[src/rtl/fetch_queue_if.sv]
// Bundle of the fetch queue's ROM-side, redirect and decode-side signals.
// master is the queue itself; slave is its environment (ROM, branch unit, decode).
interface fetch_queue_if #(
  parameter int unsigned XLEN  = 32,
  parameter int unsigned DEPTH = 4
);
  logic                         rom_req;
  logic [XLEN-1:0]              rom_addr;
  logic                         rom_ack;
  logic [31:0]                  rom_data;
  logic                         redirect;
  logic [XLEN-1:0]              redirect_pc;
  logic                         id_ready;
  logic                         id_valid;
  logic [XLEN-1:0]              id_pc;
  logic [31:0]                  id_is;
  logic [$clog2(DEPTH+1)-1:0]   count;

  modport master (
    output rom_req, rom_addr, id_valid, id_pc, id_is, count,
    input  rom_ack, rom_data, redirect, redirect_pc, id_ready
  );

  modport slave (
    input  rom_req, rom_addr, id_valid, id_pc, id_is, count,
    output rom_ack, rom_data, redirect, redirect_pc, id_ready
  );
endinterface

[src/rtl/fetch_queue.sv]
// Instruction fetch queue: one outstanding ROM request at a time feeding a
// DEPTH-entry {pc, instruction} FIFO, with redirect flush and in-flight drop.
module fetch_queue #(
  parameter int unsigned     XLEN     = 32,
  parameter int unsigned     DEPTH    = 4,
  parameter logic [XLEN-1:0] RESET_PC = '0
) (
  input  logic          clk,
  input  logic          rst,
  fetch_queue_if.master bus
);

  localparam int unsigned PW = (DEPTH > 1) ? $clog2(DEPTH) : 1;
  localparam int unsigned CW = $clog2(DEPTH + 1);

  typedef enum logic [1:0] {StIdle, StWait, StDrop} state_e;

  state_e          r_state, w_state_d;
  logic            r_req, w_req_d;
  logic [XLEN-1:0] r_addr, w_addr_d;
  logic [XLEN-1:0] r_fetch_pc, w_fetch_pc_d;
  logic [PW-1:0]   r_head, w_head_d;
  logic [PW-1:0]   r_tail, w_tail_d;
  logic [CW-1:0]   r_count, w_count_d;
  logic [XLEN-1:0] r_pc_mem [DEPTH];
  logic [31:0]     r_is_mem [DEPTH];

  logic            w_ack, w_pop, w_push, w_room;
  logic [XLEN-1:0] w_redir_pc, w_next_pc;
  logic            unused_redir_lsb;

  // An ack without a live request is meaningless and is dropped here.
  assign w_ack      = bus.rom_ack & r_req;
  assign w_pop      = (r_count != '0) & bus.id_ready;
  assign w_redir_pc = {bus.redirect_pc[XLEN-1:2], 2'b00};
  assign w_next_pc  = r_addr + XLEN'(3'd4);
  assign unused_redir_lsb = ^bus.redirect_pc[1:0];

  always_comb begin
    w_state_d    = r_state;
    w_req_d      = r_req;
    w_addr_d     = r_addr;
    w_fetch_pc_d = r_fetch_pc;
    w_head_d     = r_head;
    w_tail_d     = r_tail;
    w_count_d    = r_count;
    w_push       = 1'b0;

    if (bus.redirect) begin
      w_head_d     = '0;
      w_tail_d     = '0;
      w_count_d    = '0;
      w_fetch_pc_d = w_redir_pc;
    end else begin
      w_push    = w_ack && (r_state == StWait);
      w_count_d = r_count + CW'(w_push) - CW'(w_pop);
      if (w_push) begin
        w_tail_d     = r_tail + PW'(1);
        w_fetch_pc_d = w_next_pc;
      end
      if (w_pop) w_head_d = r_head + PW'(1);
    end

    w_room = (w_count_d < CW'(DEPTH));

    unique case (r_state)
      StIdle: begin
        if (bus.redirect) begin
          w_req_d   = 1'b1;
          w_addr_d  = w_redir_pc;
          w_state_d = StWait;
        end else if (w_room) begin
          w_req_d   = 1'b1;
          w_addr_d  = r_fetch_pc;
          w_state_d = StWait;
        end else begin
          w_req_d   = 1'b0;
        end
      end
      StWait: begin
        if (bus.redirect) begin
          if (w_ack) begin
            w_req_d  = 1'b1;
            w_addr_d = w_redir_pc;
          end else begin
            w_state_d = StDrop;
          end
        end else if (w_ack) begin
          if (w_room) begin
            w_req_d  = 1'b1;
            w_addr_d = w_next_pc;
          end else begin
            w_req_d   = 1'b0;
            w_state_d = StIdle;
          end
        end
      end
      StDrop: begin
        // The stale request stays on the bus until it completes; its data is discarded.
        if (w_ack) begin
          w_req_d   = 1'b1;
          w_addr_d  = bus.redirect ? w_redir_pc : r_fetch_pc;
          w_state_d = StWait;
        end
      end
      default: begin
        w_req_d   = 1'b0;
        w_state_d = StIdle;
      end
    endcase
  end

  always_ff @(posedge clk or negedge rst) begin
    if (!rst) begin
      r_state    <= StIdle;
      r_req      <= 1'b0;
      r_addr     <= RESET_PC;
      r_fetch_pc <= RESET_PC;
      r_head     <= '0;
      r_tail     <= '0;
      r_count    <= '0;
    end else begin
      r_state    <= w_state_d;
      r_req      <= w_req_d;
      r_addr     <= w_addr_d;
      r_fetch_pc <= w_fetch_pc_d;
      r_head     <= w_head_d;
      r_tail     <= w_tail_d;
      r_count    <= w_count_d;
    end
  end

  always_ff @(posedge clk or negedge rst) begin
    if (!rst) begin
      for (int unsigned i = 0; i < DEPTH; i++) begin
        r_pc_mem[i] <= '0;
        r_is_mem[i] <= '0;
      end
    end else if (w_push) begin
      r_pc_mem[r_tail] <= r_addr;
      r_is_mem[r_tail] <= bus.rom_data;
    end
  end

  assign bus.rom_req  = r_req;
  assign bus.rom_addr = r_addr;
  assign bus.id_valid = (r_count != '0);
  assign bus.id_pc    = r_pc_mem[r_head];
  assign bus.id_is    = r_is_mem[r_head];
  assign bus.count    = r_count;

endmodule

[src/flat_wrapper.sv]
// flat-port wrapper written by rule: the top's interface ports become plain ports
module fetch_queue_flat 
#(
  parameter int unsigned     XLEN     = 32,
  parameter int unsigned     DEPTH    = 4,
  parameter logic [XLEN-1:0] RESET_PC = '0
)
  (clk, rst, bus_rom_req, bus_rom_addr, bus_id_valid, bus_id_pc, bus_id_is, bus_count, bus_rom_ack, bus_rom_data, bus_redirect, bus_redirect_pc, bus_id_ready);
  fetch_queue_if #(.XLEN(XLEN), .DEPTH(DEPTH)) bus_i ();
  input  logic clk;
  input  logic rst;
  output wire logic [$bits(bus_i.rom_req)-1:0] bus_rom_req;
  output wire logic [$bits(bus_i.rom_addr)-1:0] bus_rom_addr;
  output wire logic [$bits(bus_i.id_valid)-1:0] bus_id_valid;
  output wire logic [$bits(bus_i.id_pc)-1:0] bus_id_pc;
  output wire logic [$bits(bus_i.id_is)-1:0] bus_id_is;
  output wire logic [$bits(bus_i.count)-1:0] bus_count;
  input wire logic [$bits(bus_i.rom_ack)-1:0] bus_rom_ack;
  input wire logic [$bits(bus_i.rom_data)-1:0] bus_rom_data;
  input wire logic [$bits(bus_i.redirect)-1:0] bus_redirect;
  input wire logic [$bits(bus_i.redirect_pc)-1:0] bus_redirect_pc;
  input wire logic [$bits(bus_i.id_ready)-1:0] bus_id_ready;
  assign bus_rom_req = bus_i.rom_req;
  assign bus_rom_addr = bus_i.rom_addr;
  assign bus_id_valid = bus_i.id_valid;
  assign bus_id_pc = bus_i.id_pc;
  assign bus_id_is = bus_i.id_is;
  assign bus_count = bus_i.count;
  assign bus_i.rom_ack = bus_rom_ack;
  assign bus_i.rom_data = bus_rom_data;
  assign bus_i.redirect = bus_redirect;
  assign bus_i.redirect_pc = bus_redirect_pc;
  assign bus_i.id_ready = bus_id_ready;
  fetch_queue #(.XLEN(XLEN), .DEPTH(DEPTH), .RESET_PC(RESET_PC)) u_core (.clk(clk), .rst(rst), .bus(bus_i));
endmodule
[config.mk]
export PLATFORM = sky130hd
export DESIGN_NAME = fetch_queue_flat
export DESIGN_NICKNAME = d
export VERILOG_FILES = /design/src/rtl/fetch_queue_if.sv /design/src/rtl/fetch_queue.sv /design/src/flat_wrapper.sv
export SDC_FILE = /design/constraint.sdc
export NUM_CORES = 1
export LEC_CHECK = 0
export BUFFER_PORTS_ARGS = -buffer_cell sky130_fd_sc_hd__buf_2
export CAP_MARGIN = 20
export CORE_UTILIZATION = 54
export DETAILED_ROUTE_END_ITERATION = 10
export GPL_ROUTABILITY_DRIVEN = 0
export MAX_ROUTING_LAYER = met4
export PLACE_DENSITY = 0.74
export REMOVE_ABC_BUFFERS = 1
export SLEW_MARGIN = 0
export SYNTH_ARGS = -nofsm -noshare
export SYNTH_HDL_FRONTEND = slang
export SYNTH_SLANG_ARGS = --single-unit
[constraint.sdc]
create_clock -name clk -period 6.15 [get_ports clk]
set_clock_uncertainty 0.05 [all_clocks]
set_input_delay 0.3075 -clock clk [delete_from_list [all_inputs] [get_ports clk]]
set_output_delay 0.3075 -clock clk [all_outputs]
set_load 0.01 [all_outputs]
==> reports/results.txt, run 1 <==
The number of unique standard cell types used by synthesis came out at 54. The worst register-to-register path has a depth of 11. Compared with the post-synthesis result, the final layout area differs by 15.9%.

The worst setup path is of the flip-flop to flip-flop kind. Dividing the detail-routed via count by the number of cells gives 5.98. The number of placement rows came out at 61. Clock tree synthesis inserted a total of 36 buffers. In the synthesized netlist the async set-or-reset flop fraction comes to 100%.

The run gives 0 as the count of pins over their slew limit. The Yosys step of the flow raised 0 warnings. The post-cts resize count was 0. Setup repair after global routing left no endpoint under its margin.

For this run the aggregate overflow at the end of global routing stands at 0. The first global-routing pass estimated 55900 um of wire. Entering global routing, the biggest net connects 169 pins. The placeable core region came out at 27900 um2. In this run the worst path has a maximum fanout of 36. The detailed-route DRC error count is 0, and the largest stage delay on the critical path is 0.67 ns. The family with the most delay on the worst path was buffers and inverters.

The routed layout has 10100 vias. TritonCTS built the clock tree. Setup slack on the worst reg-to-reg path comes out at 2.32 ns. Counting along the longest clock path gives a buffer depth of 3. STA classifies the critical path endpoint as a flip-flop. Of all cell types, the one taking the most synthesized area is sky130_fd_sc_hd__dfrtp_1.

The first routing iteration left 663 violations. The flow ran to the end, and the final reports show no timing, DRC or antenna violations. The net count reported at finish is 1353. The HPWL after detailed placement is 20500 um.

The commonest cells after synthesis are 330 x sky130_fd_sc_hd__dfrtp_1, 256 x sky130_fd_sc_hd__mux2_2, 64 x sky130_fd_sc_hd__mux4_2, 53 x sky130_fd_sc_hd__nand2_1, 50 x sky130_fd_sc_hd__o21ai_0. The via count of the first global-routing pass was 10500. The clock period minus worst slack is 3.83 ns. Dividing total power by cell area gives a power density of 462 nW/um2.

Dividing the detail-routed wire length by the instance count gives 20.4 um. Counting every sink on the clock net gives 330. For the final routed database, the setup TNS stands at 0 ns. The clock latency on the worst-skew pair was 0.52 ns. For this run, the leading register cell type out of synthesis is sky130_fd_sc_hd__dfrtp_1. The share of synthesized area in the top cell type comes to 53.7%. The H-tree generated during clock tree synthesis spans 2 levels. On the critical path, the stage with the largest delay is an instance of sky130_fd_sc_hd__o311ai_4. The logs give 5 for the number of detailed-route iterations in the first pass and 16400 um2 for the cell area after placement. The total stage count of the critical path works out to 11. The die covers 29200 um2. Measured on the finished design, the core utilization comes to 63.8%.

The most critical setup path has its startpoint at u_core.r_state[1]$_DFFE_PN0P_. In the synthesized netlist, the number of instances is 1139. Capturing instance or port of the critical path: u_core.bus.rom_addr[21]$_DFFE_PN0P_.

At the worst endpoint, the required time is 6.53 ns. The final critical path takes up 62.3% of the cycle. The most numerous cell type found on the critical path is sky130_fd_sc_hd__inv_1.

Measured against its own limit, the worst slew margin works out to 25.0%. Derived from the worst setup path, the maximum achievable clock frequency is 0.261 GHz. The tools report the peak supply drop as 619 uV.

By area the synthesized netlist is led by sky130_fd_sc_hd__dfrtp_1 54%, sky130_fd_sc_hd__mux2_2 19%, sky130_fd_sc_hd__mux4_2 9.4%, sky130_fd_sc_hd__o21ai_0 1.6%, sky130_fd_sc_hd__xnor2_1 1.4%. The hold violation count in the final report was 0. The final routed wirelength across all metal layers was 34300 um. The critical path launch point type was a flip-flop.

The clock slew seen by the registers of the worst setup and hold paths was 0.06 ns; the sequential element share of the synthesized area was 53.7%. Walking the worst path, the cells encountered are nor2b_1 > nand3_1 > inv_1 > ha_1 > inv_1 > fa_1 > xnor3_1 > o311ai_4 > buf_4 > a21oi_1 > o22ai_1. The global-route usage over all layers was 25.4%. For this design the top-level I/O count stands at 170. The remaining antenna violation count came out at 0. Buffer type at the clock tree root: sky130_fd_sc_hd__clkbuf_16. The number of buffer cells added on primary ports was 167. Setup violations remaining at the end of the flow were counted as 0. The run gives 8.41 nW as the leakage component of the power.

The number of antenna violations at the first check in global routing was 2. Measured along the y axis, the die boundary spans 171 um. In this run the worst hold path is classified as input pin to flip-flop. Post-CTS timing repair inserted 0 buffers for setup. The transition time at the pin with the least slew margin is 1.12 ns. The synthesized flop and latch total works out to 330.

The worst register-to-register path begins at u_core.r_state[1]$_DFFE_PN0P_. The worst endpoint data arrival time is 4.21 ns. The post-route netlist has 43.5% of its cells at a drive strength greater than 1. The horizontal extent of the die was 171 um; the number of synthesized flops with an enable pin was 0.

The most frequent cell after synthesis was sky130_fd_sc_hd__dfrtp_1. The tools report the combined area of all synthesized cells as 15400 um2. For this configuration, the core starts out at a cell density of 55.1%. Counting both buffers and inverters, the worst setup path holds a total of 3. The finished cells cover 17800 um2. The average cell area after synthesis came out at 13.5 um2. The worst register-to-register path ends at u_core.bus.rom_addr[21]$_DFFE_PN0P_. Max-cap violations in this run came to 0.
==> cell families after synthesis <==
| group | share of synthesized area (%) |
|---|---|
| AOI/OAI and AO/OA | 7.40 |
| buffers and inverters | 3.22 |
| and+or+nand+nor | 5.05 |
| muxes | 28.2 |
| DFF | 53.7 |
| adders and majority gates | 0.700 |
| xor gates and xnor gates | 1.74 |
==> placed cells by master, fill, tap and decap left out, types with 10 or more instances in the layout <==
cell type,instances
sky130_fd_sc_hd__inv_1,24
sky130_fd_sc_hd__mux4_2,64
sky130_fd_sc_hd__a22oi_1,22
sky130_fd_sc_hd__a21oi_1,37
sky130_fd_sc_hd__o22ai_1,11
sky130_fd_sc_hd__o21ai_0,50
sky130_fd_sc_hd__buf_2,166
sky130_fd_sc_hd__dlygate4sd3_1,14
sky130_fd_sc_hd__mux2_2,256
sky130_fd_sc_hd__nor3_1,10
sky130_fd_sc_hd__and3_1,11
sky130_fd_sc_hd__nor2_1,37
sky130_fd_sc_hd__clkbuf_16,37
sky130_fd_sc_hd__nand2_1,49
sky130_fd_sc_hd__dfrtp_1,328
sky130_fd_sc_hd__xnor2_1,24
==> registers in the layout, indices dropped and copies added (netlist names) <==
| register | cells |
|---|---|
| u_core.bus.rom_addr | 32 |
| u_core.r_is_mem | 128 |
| u_core.bus.rom_req | 1 |
| u_core.bus.count | 3 |
| u_core.r_tail | 2 |
| u_core.r_fetch_pc | 32 |
| u_core.r_pc_mem | 128 |
| u_core.r_state | 2 |
| u_core.r_head | 2 |
==> how the worst min path moves through the flow <==
stage / endpoint / slack [ns] / depth (start not counted) / from
after global placement: u_core.r_is_mem[71]$_DFFE_PN0P_ / 0.36 / 1 / rst
after detailed placement: u_core.r_is_mem[103]$_DFFE_PN0P_ / 0.36 / 1 / rst
after global routing: u_core.r_fetch_pc[15]$_DFFE_PN0P_ / 0.02 / 3 / bus_redirect_pc[15]
after floorplan: u_core.bus.count[0]$_DFF_PN0_ / -0.04 / 0 / rst
after CTS: u_core.r_fetch_pc[24]$_DFFE_PN0P_ / 0.001 / 3 / bus_redirect_pc[24]
final: u_core.r_fetch_pc[18]$_DFFE_PN0P_ / 0.02 / 3 / bus_redirect_pc[18]
==> what timing repair did <==
item,4_1_cts,5_1_grt
hold buffers,14,0
setup endpoints to repair,0,0
hold endpoints to repair,116,0
==> through the flow <==
| stage | power, mW | hold WS (ns) | worst slack (ns) | std cells |
|---|---|---|---|---|
| after floorplan | 5.02 | -0.0381 | 0.0129 | 1046 |
| after global placement | 5.92 | 0.356 | 2.59 | 1601 |
| after detailed placement | 6.04 | 0.361 | 2.45 | 1601 |
| after CTS | 8.29 | 0.00145 | 2.41 | 1679 |
| after global routing | 8.73 | 0.0174 | 2.03 | 1682 |
| final | 8.23 | 0.0157 | 2.32 | 1682 |
==> where the power goes <==
group          internal, mW  leakage [nW]  switching [mW]
logic                  1.37          3.46            1.31
registers              2.74          4.35           0.599
clock network          1.36         0.597           0.855
==> cell type report <==
class,count,area (um2)
Antenna cell,2,5.00
Timing Repair Buffer,192,1100
Clock inverter,11,161
Inverter,24,90.1
Clock buffer,53,1060
Tap cell,378,473
Fill cell,2094,10100
Multi-Input combinational cell,692,6670
Sequential cell,330,8270
==> worst register-to-register path: stages (launching register included) <==
cell	delay, ns
sky130_fd_sc_hd__dfrtp_1	0.51
sky130_fd_sc_hd__nor2b_1	0.21
sky130_fd_sc_hd__nand3_1	0.11
sky130_fd_sc_hd__inv_1	0.44
sky130_fd_sc_hd__ha_1	0.25
sky130_fd_sc_hd__inv_1	0.05
sky130_fd_sc_hd__fa_1	0.37
sky130_fd_sc_hd__xnor3_1	0.30
sky130_fd_sc_hd__o311ai_4	0.67
sky130_fd_sc_hd__buf_4	0.49
sky130_fd_sc_hd__a21oi_1	0.11
sky130_fd_sc_hd__o22ai_1	0.20
==> per-layer routing <==
layer  GRT usage [%]  vias to the layer above  share of wire, %
met5               -                        -                 0
met4            7.48                        0               2.1
met3            4.02                       59               5.9
met2            39.8                      317                48
met1            34.4                     5180                44
li1                -                     4496                 -
No activity file was read; power rests on OpenSTA's default activity.
==> run 2: changes to the inputs <==
Settings changed: CORE_UTILIZATION 54 to 53, PLACE_DENSITY 0.74 to 0.76.
Clock period 6.15 ns to 3.3 ns, I/O delays scaled along.
==> reports/results.txt, run 2 (same netlist as run 1, synthesis figures left out) <==
The flow ran to the end, and the final reports show no timing, DRC or antenna violations. For the cell area after placement, the log shows 16700 um2. Clock tree buffer depth: 3.

After the last flow step, the layout net total stands at 1426. STA puts the critical path data required time at 3.61 ns. Once the floorplan was initialized, standard cells occupied 54.6% of the core. The count of maximum capacitance violations was 0. The hold violation count in the final report is 0, and the iteration-0 DRC count of the detailed router is 796. In this run the remaining antenna-violating nets after routing total 0.

CTS placed an instance of sky130_fd_sc_hd__clkbuf_16 at the clock tree root. 0 antenna diodes ended up in the layout. The clock slew seen by the registers of the worst setup and hold paths is 0.06 ns, and the relative area change from synthesis to final layout is 20.3%. Measured in cells, the most critical reg-to-reg path has a length of 13. The final routed wire length divided by cell count was 20.8 um; the worst slew margin relative to its limit was 28.4%. Setup violations remaining at the end of the flow were counted as 0. The first TritonRoute pass finished after 6 iterations. For the number of antenna violations at the first check in global routing, the log shows 0. The number of vias after detailed routing is 10400. The peak supply drop was 1080 uV. The die covers 29700 um2.

CTS saw 330 sinks. In this run the horizontal extent of the chip is 172 um. Before CTS, the worst setup slack after placement is 0.0495 ns. The tools report the CTS H-tree depth as 2. Type of the worst min-delay path: input pin to flip-flop.

Measured along the y axis, the die boundary spans 172 um. The most common cell after layout, fill and taps aside was sky130_fd_sc_hd__dfrtp_1. TritonCTS created 36 clock buffers. Global routing consumed, over all layers together, 25.8% of the routing resources. For this block, the routed nets add up to 36300 um of wire. Global routing finished with a remaining overflow of 0. The global-route wire length before repair came out at 57300 um. 170 I/O pins were placed.

For the via count of the first global-routing pass, the log shows 10700. The ratio of final minimum period to clock period is 99.0%, and the peak clock frequency supported by timing is 0.306 GHz. The tightest hold path in the finished design has a slack of 0.0305 ns. The worst endpoint data arrival time was 3.58 ns; the final sum of negative setup slack was 0 ns. Count of pins over their slew limit: 0. For the number of placement rows, the log shows 61. Ratio of total power to cell area: 838 nW/um2. The wire-length estimate of the detail-placed layout is 21800 um. The depth of the worst hold-timing path was 4; the average vias per placed instance was 5.93. In this run the tool buffered the top-level ports with 167 buffer cells. The detailed-route DRC error count came out at 0. TritonCTS built the clock tree.

The number of fill cells is 2040. In this run the static leakage power is 8.72 nW. The maximum number of pins on one net before global-route repair was 101. The logs give 0.51 ns for the clock latency on the worst-skew pair and 0.0338 ns for the final worst-path setup slack.

The setup path with the least slack is of type flip-flop to flip-flop. Of the cells placed in the final design, the portion with a size suffix greater than 1 is 43.0%. The routed design could run at a clock period as short as 3.27 ns.

In the layout the commonest cells are 328 x sky130_fd_sc_hd__dfrtp_1, 256 x sky130_fd_sc_hd__mux2_2, 166 x sky130_fd_sc_hd__buf_2. Summing all non-filler instances in the final layout gives an area of 18500 um2. Critical path capture point type: a flip-flop. The count of cells in the finished layout, fillers not included, comes to 1747. In this run the worst path has a maximum fanout of 8. The transition time at the pin with the least slew margin came out at 1.07 ns. The tools report the critical path launch point type as a flip-flop. After floorplanning, the core was sized to cover 28200 um2.

The largest registers in the layout are u_core.r_is_mem: 128 flops, u_core.r_pc_mem: 128 flops. In this run, placement finished with an instance count of 1619.
## run 2: power breakdown
part           leakage [nW]  internal (mW)  switching, mW  total [mW]
Sequential             4.35           5.10           1.02        6.12
Combinational          3.82           2.84           2.69        5.52
Clock                 0.551           2.30           1.55        3.85
## run 2: layer usage
layer	GRT usage, %	up-vias	part of all wire, %
met5	-	-	0
met4	6.73	0	2.1
met3	5.04	50	6.6
met2	42.3	352	50
met1	33.0	5331	42
li1	-	4630	-
## run 2: area by class of cell
class	count	area (um2)	share of cell area, %
Multi-Input combinational cell	692	6690	36.1
Clock buffer	54	1070	5.78
Inverter	24	90.1	0.487
Sequential cell	330	8270	44.7
Clock inverter	4	48.8	0.264
Timing Repair Buffer	265	1870	10.1
Tap cell	378	473	2.56
## run 2: path summary, 6_finish.rpt
check                                                startpoint                                  to  slack (ns)
min in group asynchronous                                   rst     u_core.r_is_mem[95]$_DFFE_PN0P_        0.24
worst min-delay path                               bus_id_ready        u_core.r_head[0]$_DFFE_PN0P_        0.03
max in group asynchronous                                   rst     u_core.r_pc_mem[50]$_DFFE_PN0P_        1.90
worst max-delay path              u_core.bus.count[0]$_DFF_PN0_  u_core.bus.rom_addr[0]$_DFFE_PN0P_        0.03
worst min register to register  u_core.r_is_mem[34]$_DFFE_PN0P_     u_core.r_is_mem[34]$_DFFE_PN0P_        0.45
worst max register to register    u_core.bus.count[0]$_DFF_PN0_  u_core.bus.rom_addr[0]$_DFFE_PN0P_        0.03
## run 2: stage by stage
stage / power (mW) / utilization (%)
after floorplan: 9.36 / -
after global placement: 11.1 / 59.1
after detailed placement: 11.3 / 59.1
after CTS: 15.3 / 65.4
after global routing: 16.4 / 65.7
final: 15.5 / 65.7
## run 2: what timing repair did
action / in CTS / in global routing
hold buffers: 64 / 0
gates resized for setup: 0 / 9
setup buffers: 0 / 5
setup endpoints to repair: 0 / 29
endpoints found under the hold margin: 262 / 0
## run 2: critical path, stage by stage, from the launching register on
cell and delay, ns:
sky130_fd_sc_hd__dfrtp_1 0.39, sky130_fd_sc_hd__or3_4 0.42, sky130_fd_sc_hd__and2_4 0.19, sky130_fd_sc_hd__ha_1 0.28, sky130_fd_sc_hd__inv_1 0.07, sky130_fd_sc_hd__ha_1 0.15, sky130_fd_sc_hd__inv_1 0.06, sky130_fd_sc_hd__fa_2 0.33
sky130_fd_sc_hd__xnor3_2 0.28, sky130_fd_sc_hd__o311ai_4 0.38, sky130_fd_sc_hd__buf_8 0.18, sky130_fd_sc_hd__nor2_1 0.06, sky130_fd_sc_hd__a22oi_1 0.20, sky130_fd_sc_hd__o21ai_1 0.08
==> run 3: changes to the inputs <==
Settings changed: ABC_AREA set to 1, CORE_UTILIZATION 53 to 54, PLACE_DENSITY 0.76 to 0.77.
Clock period 3.3 ns to 2.7 ns, I/O delays scaled along.
==> reports/results.txt, run 3 <==
The flow ran to the end, but the final reports show violations. The checks that failed: setup timing. The tools report the global-route wire length before repair as 68900 um. The peak supply drop was 797 uV. Predominant post-synthesis flop cell: sky130_fd_sc_hd__dfrtp_1. Number of vias after detailed routing: 14300. Static timing analysis puts the maximum clock frequency at 0.360 GHz. The HPWL after detailed placement is 26100 um.

Final design instance area without fill: 19300 um2. Sequential cells account for 35.4% of the total power. Cell internal power was estimated by the tool at 12.6 mW.

Once the floorplan was initialized, standard cells occupied 55.3% of the core. Via count of the first global-routing pass: 13600. The worst endpoint data arrival time is 3.12 ns, and the number of buffer cells added on primary ports is 167. The placeable core region is 29000 um2. For this design the static power due to leakage is 9.34 nW. Wires add up to 43500 um.

The net count reported at finish is 2153. No sink is reached through more buffers than the 3 on the longest clock path. By count the netlist is led by 460 x sky130_fd_sc_hd__nand2_1, 330 x sky130_fd_sc_hd__dfrtp_1, 213 x sky130_fd_sc_hd__nor2_1, 171 x sky130_fd_sc_hd__o21ai_0, 155 x sky130_fd_sc_hd__o21ai_1.

After detailed routing, the average wire length per cell comes to 17.5 um. The aggregate global routing overflow is 0. The iteration-0 DRC count of the detailed router was 1557.

The floorplan has 62 rows. Setup violations remaining at the end of the flow were counted as 23. Number of fill cells: 2381. Among all cell types in the netlist, the one instantiated most often is sky130_fd_sc_hd__nand2_1. Clock-pin slew was measured on the worst setup and hold paths at 0.06 ns. The number of unique standard cell types used by synthesis was 35. The logs give 36 for the CTS buffer count and 16100 um2 for the combined area of all synthesized cells. At the pin with the least slew margin, the transition time is 0.748 ns. The count of maximum capacitance violations is 0, and the reported net switching power is 7.97 mW.

The Yosys step of the flow raised 0 warnings. Relative to the synthesized area, the layout overhead comes to 20.0%. Sequential cells were found to cover 51.4% of the synthesized design area.

Averaged over all synthesized cells, the footprint is 8.53 um2. The logs give 25.8% for the clock share of power and 330 for the CTS sink count. Measured along the y axis, the die boundary spans 174 um. The tools report the total die area as 30400 um2.

The fraction of final layout cells sized beyond drive strength 1 is 21.6%, and the clock period minus worst slack is 2.78 ns. The worst setup path is launched from a flip-flop. The ratio of final minimum period to clock period is 103%, and the hold violation count in the final report is 0. Including well taps, the total number of placed cells is 2345.

The share of total power dissipated in combinational logic is 38.8%. The horizontal extent of the die works out to 174 um. Of all cell types, the one taking the most synthesized area is sky130_fd_sc_hd__dfrtp_1. The synthesized flop and latch total was 330; the data required time at the worst endpoint was 3.04 ns. The number of synthesized flops with an enable pin is 0. The footprint of the multi-input gates was 6690 um2; the worst-case hold slack was 0.0526 ns.

The critical path capture point type was a flip-flop. The run gives 93 as the maximum number of pins on one net before global-route repair. For this run, asynchronously set or reset flops after synthesis account for 100%.

In the layout the commonest cells are 442 x sky130_fd_sc_hd__nand2_1, 328 x sky130_fd_sc_hd__dfrtp_1, 202 x sky130_fd_sc_hd__nor2_1. TritonCTS built the clock tree. The type of the worst min-delay path is input pin to flip-flop. The number of antenna violations at the first check in global routing came out at 0. The largest registers in the layout are u_core.r_is_mem: 128 flops, u_core.r_pc_mem: 128 flops.

For the flip-flop and latch area, the log shows 8260 um2. The cell area after placement is 16900 um2, and the ratio of total power to cell area is 1070 nW/um2. Global routing consumed, over all layers together, 29.0% of the routing resources. The logs give 0 for the remaining antenna violation count and 50.1% for the worst slew margin relative to its limit.

The tools report the final worst-path setup slack as -0.0795 ns. Leaving out fill and tap cells, the most frequent cell in the layout is sky130_fd_sc_hd__nand2_1. The run gives 170 as the top-level port count. For the number of non-filler instances in the completed layout, the log shows 2486. Buffer type at the clock tree root: sky130_fd_sc_hd__clkbuf_16. The number of detailed-route iterations in the first pass is 5. The H-tree was split into 2 levels. Setup repair after global routing could not meet its margin everywhere. The top cell type's share of synthesized area is 51.4%.

Of all nets on the critical path, the largest fanout is 8. The number of cells produced by synthesis was 1881; the count of pins over their slew limit was 0. The number of antenna diodes in the final layout is 0. After detailed routing, the number of remaining DRC violations is 0.

For the worst-skew pair, the clock arrives at the later sink with an insertion delay of 0.52 ns. Net switching is 38.8% of the power. The critical path class is flip-flop to flip-flop. Dividing the detail-routed via count by the number of cells gives 5.75.

Sorting the synthesized cells by area gives the leading types as sky130_fd_sc_hd__dfrtp_1 51%, sky130_fd_sc_hd__nand2_1 11%, sky130_fd_sc_hd__o21ai_2 5.5%, sky130_fd_sc_hd__o21ai_0 5.3%, sky130_fd_sc_hd__nor2_1 5.0%.
==> run 3: cell count changes in the layout (fill, tap and decap cells not counted), sizes merged, moves of 24 or more <==
cell,before,now
mux2,256,0
xnor2,24,0
o22ai,11,66
mux4,64,0
o21ai,52,427
nand2,53,466
inv,25,110
nor2,37,219
==> run 3: critical path, cell delays in order (launching register included) <==
cell and delay (ns):
sky130_fd_sc_hd__dfrtp_1 0.39, sky130_fd_sc_hd__inv_2 0.07, sky130_fd_sc_hd__nand3_2 0.09, sky130_fd_sc_hd__nand2_2 0.08
sky130_fd_sc_hd__inv_2 0.06, sky130_fd_sc_hd__ha_4 0.24, sky130_fd_sc_hd__inv_4 0.05, sky130_fd_sc_hd__ha_4 0.12
sky130_fd_sc_hd__inv_2 0.03, sky130_fd_sc_hd__fa_2 0.40, sky130_fd_sc_hd__inv_2 0.07, sky130_fd_sc_hd__nand2_2 0.08
sky130_fd_sc_hd__nand3_2 0.08, sky130_fd_sc_hd__nand4_1 0.16, sky130_fd_sc_hd__nand2_2 0.18, sky130_fd_sc_hd__clkinv_4 0.15
sky130_fd_sc_hd__clkbuf_16 0.22, sky130_fd_sc_hd__o21ai_2 0.06, sky130_fd_sc_hd__o21ai_1 0.07
==> run 3: what timing repair did <==
item	CTS	global route
setup endpoints to repair	3	32
setup buffers	2	7
cloned	1	4
endpoints found under the hold margin	237	0
gates resized for setup	7	77
pin swaps	4	13
hold buffers	64	0
==> run 3: final timing paths <==
kind / start / end / slack (ns) / cells past startpoint
hold / removal: bus_redirect_pc[12] / u_core.r_fetch_pc[12]$_DFFE_PN0P_ / 0.05 / 5
min in group asynchronous: rst / u_core.r_is_mem[100]$_DFFE_PN0P_ / 0.14 / 2
setup / recovery: u_core.bus.count[0]$_DFF_PN0_ / u_core.bus.rom_addr[8]$_DFFE_PN0P_ / -0.08 / 18
max in group asynchronous: rst / u_core.r_head[0]$_DFFE_PN0P_ / 1.60 / 3
hold reg to reg: u_core.r_is_mem[81]$_DFFE_PN0P_ / u_core.r_is_mem[81]$_DFFE_PN0P_ / 0.42 / 2
setup reg to reg: u_core.bus.count[0]$_DFF_PN0_ / u_core.bus.rom_addr[8]$_DFFE_PN0P_ / -0.08 / 18
==> run 3: area by class of cell <==
type | count | share of cell area (%)
well taps | 384 | 2.49
repair buffers | 281 | 11.0
multi-input cells | 1316 | 34.7
clock buffers | 46 | 5.35
inverters | 111 | 2.22
flip-flops and latches | 330 | 42.9
clock inverters | 18 | 1.34
==> run 3: logic make-up after synthesis <==
group / count (synthesis) / share of synthesized area (%)
AND/OR/NAND/NOR: 740 / 18.5
AO/OA/AOI/OAI: 561 / 20.9
flip-flops: 330 / 51.4
buffers and inverters: 235 / 8.14
adder cells (fa/ha/maj): 8 / 0.670
XOR/XNOR: 7 / 0.382
==> run 3: power groups by stage <==
stage               registers, mW  logic, mW  clock network [mW]
finish                       7.28       7.97                5.30
global route                 7.41       8.73                5.57
CTS                          7.20       7.14                5.36
detailed placement           7.27       6.86                   0
global placement             7.21       6.65                   0
floorplan                    7.17       4.18                   0
==> run 3: layer usage <==
layer / GRT usage, % / wire length [um]
met1: 38.7 / 18500
met2: 45.9 / 20400
met3: 4.11 / 3430
met4: 8.63 / 1180
met5: - / 0
==> run 3: per-stage QoR <==
stage / utilization [%] / setup TNS [ns] / total power, mW / setup slack [ns]
finish: 66.4 / -0.710 / 20.6 / -0.0795
global route: 66.4 / -3.13 / 21.7 / -0.162
CTS: 65.2 / -0.0556 / 19.7 / -0.0172
detailed placement: 58.3 / -0.0339 / 14.1 / -0.0163
global placement: 58.3 / 0 / 13.9 / 0.110
floorplan: - / -145.78 / 11.4 / -1.96
